$ cat config.mk
export PLATFORM = sky130hd
export DESIGN_NAME = cbrt_dispatch
export DESIGN_NICKNAME = d
export VERILOG_FILES = /design/src/rtl/cbrt_dispatch.sv
export SDC_FILE = /design/constraint.sdc
export NUM_CORES = 1
export LEC_CHECK = 0
export CAP_MARGIN = 20
export CORE_ASPECT_RATIO = 1.1
export CORE_MARGIN = 2
export CORE_UTILIZATION = 58
export CTS_CLUSTER_SIZE = 20
export DETAILED_ROUTE_END_ITERATION = 10
export HOLD_SLACK_MARGIN = 0.02
export PLACE_DENSITY = 0.85
export SETUP_SLACK_MARGIN = 0.1
export SLEW_MARGIN = 5
export SYNTH_ARGS = -nofsm -noshare
export SYNTH_HDL_FRONTEND = slang
export SYNTH_SLANG_ARGS = --single-unit
$ cat constraint.sdc
create_clock -name clk -period 6.9 [get_ports clk]
set_clock_uncertainty 0.1 [all_clocks]
set_input_delay 1.035 -clock clk [delete_from_list [all_inputs] [get_ports clk]]
set_output_delay 1.035 -clock clk [all_outputs]
set_load 0.05 [all_outputs]
$ cat src/rtl/cbrt_dispatch.sv
// Front-end sequencer for the cbrt core: queues operands, runs the core one at a time
// (reset pulse, start pulse, wait for busy to fall) and returns root, cycle count and timeout.
module cbrt_dispatch #(
    parameter int DEPTH   = 4,
    parameter int TIMEOUT = 2000,
    parameter int CW      = 16
) (
    input  logic          clk,
    input  logic          rst,
    input  logic          in_valid,
    output logic          in_ready,
    input  logic [7:0]    in_x,
    output logic          core_rst_o,
    output logic          core_start_o,
    output logic [7:0]    core_x_o,
    input  logic          core_busy_i,
    input  logic [2:0]    core_result_i,
    output logic          out_valid,
    input  logic          out_ready,
    output logic [7:0]    out_x,
    output logic [2:0]    out_root,
    output logic          out_timeout,
    output logic [CW-1:0] out_cycles
);

    localparam int AW    = $clog2(DEPTH);
    localparam int CNT_W = $clog2(TIMEOUT + 1);

    typedef enum logic [2:0] {
        S_IDLE,
        S_CLR,
        S_GAP,
        S_START,
        S_WAIT,
        S_HOLD
    } state_t;

    state_t             state, state_d;
    logic [7:0]         mem [DEPTH];
    logic [AW-1:0]      wr_ptr, rd_ptr;
    logic [AW:0]        count;
    logic               push, pop;
    logic [7:0]         x_reg;
    logic [CNT_W-1:0]   cnt, cnt_inc;
    logic               seen_busy;
    logic               timed_out, done;

    assign in_ready     = (count != (AW + 1)'(DEPTH));
    assign push         = in_valid && in_ready;
    assign cnt_inc      = cnt + CNT_W'(1);
    assign timed_out    = (cnt_inc == CNT_W'(TIMEOUT));
    assign done         = seen_busy && !core_busy_i;
    assign core_start_o = (state == S_START);
    assign out_valid    = (state == S_HOLD);
    assign core_x_o     = x_reg;
    assign out_x        = x_reg;

    // NOTE: every signal driven here gets a default first, so no path leaves it unassigned and no latch is inferred.
    always_comb begin
        state_d = state;
        pop     = 1'b0;
        case (state)
            S_IDLE: begin
                if (count != '0) begin
                    state_d = S_CLR;
                    pop     = 1'b1;
                end
            end
            S_CLR:   state_d = S_GAP;
            S_GAP:   state_d = S_START;
            S_START: state_d = S_WAIT;
            S_WAIT: begin
                if (timed_out || done) state_d = S_HOLD;
            end
            S_HOLD: begin
                if (out_ready) begin
                    if (count != '0) begin
                        state_d = S_CLR;
                        pop     = 1'b1;
                    end else begin
                        state_d = S_IDLE;
                    end
                end
            end
            default: state_d = S_IDLE;
        endcase
    end

    // NOTE: sequential state uses non-blocking assignments so every register samples pre-edge values.
    always_ff @(posedge clk or negedge rst) begin
        if (!rst) begin
            state      <= S_IDLE;
            core_rst_o <= 1'b1;
        end else begin
            state      <= state_d;
            core_rst_o <= (state_d == S_CLR);
        end
    end

    // NOTE: the storage array holds no control state, so it is left out of reset; count guards every read.
    always_ff @(posedge clk) begin
        if (push) mem[wr_ptr] <= in_x;
    end

    always_ff @(posedge clk or negedge rst) begin
        if (!rst) begin
            wr_ptr <= '0;
            rd_ptr <= '0;
            count  <= '0;
            x_reg  <= '0;
        end else begin
            if (push) wr_ptr <= wr_ptr + AW'(1);
            if (pop) begin
                rd_ptr <= rd_ptr + AW'(1);
                x_reg  <= mem[rd_ptr];
            end
            case ({push, pop})
                2'b10:   count <= count + (AW + 1)'(1);
                2'b01:   count <= count - (AW + 1)'(1);
                default: count <= count;
            endcase
        end
    end

    // Timeout wins over completion when both land in the same WAIT cycle.
    always_ff @(posedge clk or negedge rst) begin
        if (!rst) begin
            cnt         <= '0;
            seen_busy   <= 1'b0;
            out_root    <= '0;
            out_timeout <= 1'b0;
            out_cycles  <= '0;
        end else if (state == S_START) begin
            cnt         <= '0;
            seen_busy   <= 1'b0;
            out_root    <= '0;
            out_timeout <= 1'b0;
            out_cycles  <= '0;
        end else if (state == S_WAIT) begin
            cnt       <= cnt_inc;
            seen_busy <= seen_busy || core_busy_i;
            if (core_busy_i && (out_cycles != {CW{1'b1}}))
                out_cycles <= out_cycles + CW'(1);
            if (timed_out) begin
                out_timeout <= 1'b1;
                out_root    <= '0;
            end else if (done) begin
                out_root    <= core_result_i;
            end
        end
    end

endmodule

==> results.sh <==
export IMPL_rsz0062_at_grt="no"
export IMPL_ys_ff_latch=83
export IMPL_whs_path_depth=1
export IMPL_critPathArrivalTime_ns=2.53
export IMPL_ir_worst_vdd_uv=313.1
export IMPL_first_pass_iters=4
export IMPL_drtIter0Drc=139
export IMPL_endpoint_kind="primary output"
export IMPL_cp_start_kind="register"
export IMPL_die_h_um=88.84
export IMPL_cts_resized=0
export IMPL_synthCells=310
export IMPL_cts_tree="done"
export IMPL_vias=2566
export IMPL_grt_max_degree=52
export IMPL_synthArstFlopShare=0.6145
export IMPL_max_freq_ghz=0.2726
export IMPL_drc=0
export IMPL_cts_max_level=3
export IMPL_num_fill_cells=423
export IMPL_die_w_um=81.13
export IMPL_slew_headroom=0.4832
export IMPL_nets=381
export IMPL_pin_count=56
export IMPL_initial_core_util=0.6054
export IMPL_core_mm2=0.006269
export IMPL_placed_cells=425
export IMPL_final_common_cell="clkdlybuf4s50_1"
export IMPL_postRouteAntennaNets=0
export IMPL_grt_pass1_vias=2625
export IMPL_syn_area_mm2=0.003795
export IMPL_cts_buffers=9
export IMPL_avgRoutedWirePerCell_um=16.42
export IMPL_power_leakage_nw=1.807
export IMPL_p_per_area_mw_per_mm2=401.3
export IMPL_die_area_mm2=0.007207
export IMPL_tightest_slew_ns=0.7724
export IMPL_n_antenna_cell=0
export IMPL_root_buffer="clkbuf_8"
export IMPL_clkLatencyLatePin_ns=0.35
export IMPL_fin_crit_sh=0.5316
export IMPL_yosysWarnings=0
export IMPL_seq_area_frac_synth=0.5898
export IMPL_required_ns=5.76
export IMPL_synth_edf_count=32
export IMPL_worst_setup_path_type="reg -> out"
export IMPL_worstHoldPathType="reg -> reg"
export IMPL_ctsLongestPathBuffers=2
export IMPL_wl_um=7258
export IMPL_gp_congestion=0.8375
export IMPL_hpwl_um=4937
export IMPL_finalSetupViolCount=0
export IMPL_grt_overflow_total=0
export IMPL_syn_area_per_cell_um2=12.24
export IMPL_status="complete, no violations"
export IMPL_clk_pin_slew_ns=0.08
export IMPL_area_growth_syn_to_layout_pct=19.29
export IMPL_cap_violations=0
export IMPL_via_per_inst=5.805
export IMPL_clock_sinks=83
export IMPL_period_minus_slack_ns=3.668
export IMPL_antenna_found_initial=0
export IMPL_fin_tns_setup_ns=0
export IMPL_syn_nets=334
export IMPL_synth_ff_type="dfrtp_1"
export IMPL_rows=30
export IMPL_finalHoldViolCount=0
export IMPL_portBuffers=55
export IMPL_path_cells="nand2_1 -> or2_2 -> clkinv_1 -> clkdlybuf4s50_1"
export IMPL_drive_gt1_frac=0.09945
export IMPL_worstPathMaxFanout=17
export IMPL_track_usage=0.2268
export IMPL_layout_common_cells="54 x clkdlybuf4s50_1, 50 x dfrtp_1, 32 x edfxtp_1, 27 x nand2_1, 25 x nor2_1"
export IMPL_slowest_delay_ns=0.87
export IMPL_cts_setup_buffers=0
export IMPL_slew_violations=0
export IMPL_cts_hold_buf=0
export IMPL_final_cells=442
export IMPL_grt_pass1_wl_um=12250
export IMPL_rr_worst_depth=6
export IMPL_cp_slowest_cell="clkdlybuf4s50_1"
export IMPL_ys_types=49
[through the flow]
step           power (mW)  hold slack (ns)  instance area [µm²]  setup slack, ns    util
5_1_grt             1.916           0.4362                 4527            3.106  0.7222
6_report            1.817           0.4007                 4527            3.232  0.7222
3_3_place_gp        1.470           0.3777                 4329            3.579  0.6906
3_5_place_dp        1.501           0.3899                 4329            3.489  0.6906
2_1_floorplan       1.304           0.3638                 3795            3.885       -
4_1_cts             1.831           0.4072                 4507            3.213  0.7190
[area by class of cell]
cell class	instances	area (µm²)	area share
well taps	80	100.1	0.02211
repair buffers	57	573.1	0.1266
flip-flops and latches	83	2238	0.4945
clock inverters	4	42.54	0.009397
clock buffers	12	135.1	0.02985
multi-input cells	194	1393	0.3076
inverters	12	45.04	0.009950
[logic make-up (layout without fill, tap and decap cells)]
group / count (synthesis) / in the layout / synth area share
flops: 83 / 83 / 0.5898
compound gates: 42 / 42 / 0.07023
simple gates: 101 / 101 / 0.1335
mux: 20 / 20 / 0.08177
buf+inv: 33 / 85 / 0.04319
xor+xnor: 23 / 23 / 0.05308
fa+ha+maj: 8 / 8 / 0.02835
[where the power goes]
group	leakage, nW	internal [mW]	total [mW]	switching [mW]
combinational	0.757	0.296	0.748	0.452
clock	0.0894	0.165	0.326	0.161
sequential	0.960	0.631	0.742	0.111
total	1.81	1.09	1.82	0.725
[cell usage after synthesis (all sizes together), types with 2 or more instances]
cell type,n,area [µm²]
buf,12,85.08
a21oi,7,35.03
ha,7,87.58
or4,2,15.01
clkbuf,9,33.78
xor2,11,96.34
a21o,2,15.01
o31ai,3,22.52
nand4,6,37.54
a31o,3,26.28
o21ai,16,80.08
o21a,4,30.03
nand2,27,101.4
xnor2,12,105.1
and3,12,75.07
or3,3,18.77
nand3,9,45.04
mux2i,4,40.04
mux2,8,90.09
inv,11,41.29
dfrtp,50,1251
and2,3,18.77
mux4,8,180.2
edfxtp,32,960.9
nor3,5,30.03
nor2,25,93.84
[worst paths after layout]
kind	start	to	slack, ns
worst max register to register	state[1]	out_cycles[13]	4.32
min in group asynchronous	rst	out_cycles[8]	0.56
worst min register to register	out_timeout	out_timeout	0.40
max in group asynchronous	rst	core_rst_o	5.52
worst max-delay path	state[0]	core_start_o	3.23
worst min-delay path	out_timeout	out_timeout	0.40
[layer usage]
| metal | routed length, µm | vias to the layer above | GRT usage | share of wire |
|---|---|---|---|---|
| met2 | 3821 | 75 | 0.3937 | 0.53 |
| met4 | 53 | 0 | 0.06009 | 0.0073 |
| met5 | 0 | - | 0 | 0 |
| met1 | 3070 | 1294 | 0.2834 | 0.42 |
| li1 | - | 1191 | - | - |
| met3 | 312 | 6 | 0.06020 | 0.043 |
[registers in the layout, summed over array words and instances (netlist names)]
signal,count
core_rst_o,1
out_timeout,1
seen_busy,1
mem,32
cnt,11
wr_ptr,2
core_x_o,8
out_root,3
count,3
rd_ptr,2
state,3
out_cycles,16
[worst max-delay path, delay by kind of cell, from the launching register on]
family / cells / cell delay (ns)
AND/OR/NAND/NOR: 2 / 0.47
buffers and inverters: 2 / 1.17
flip-flops: 1 / 0.54
Note: power is estimated with default switching activity, not from simulation.
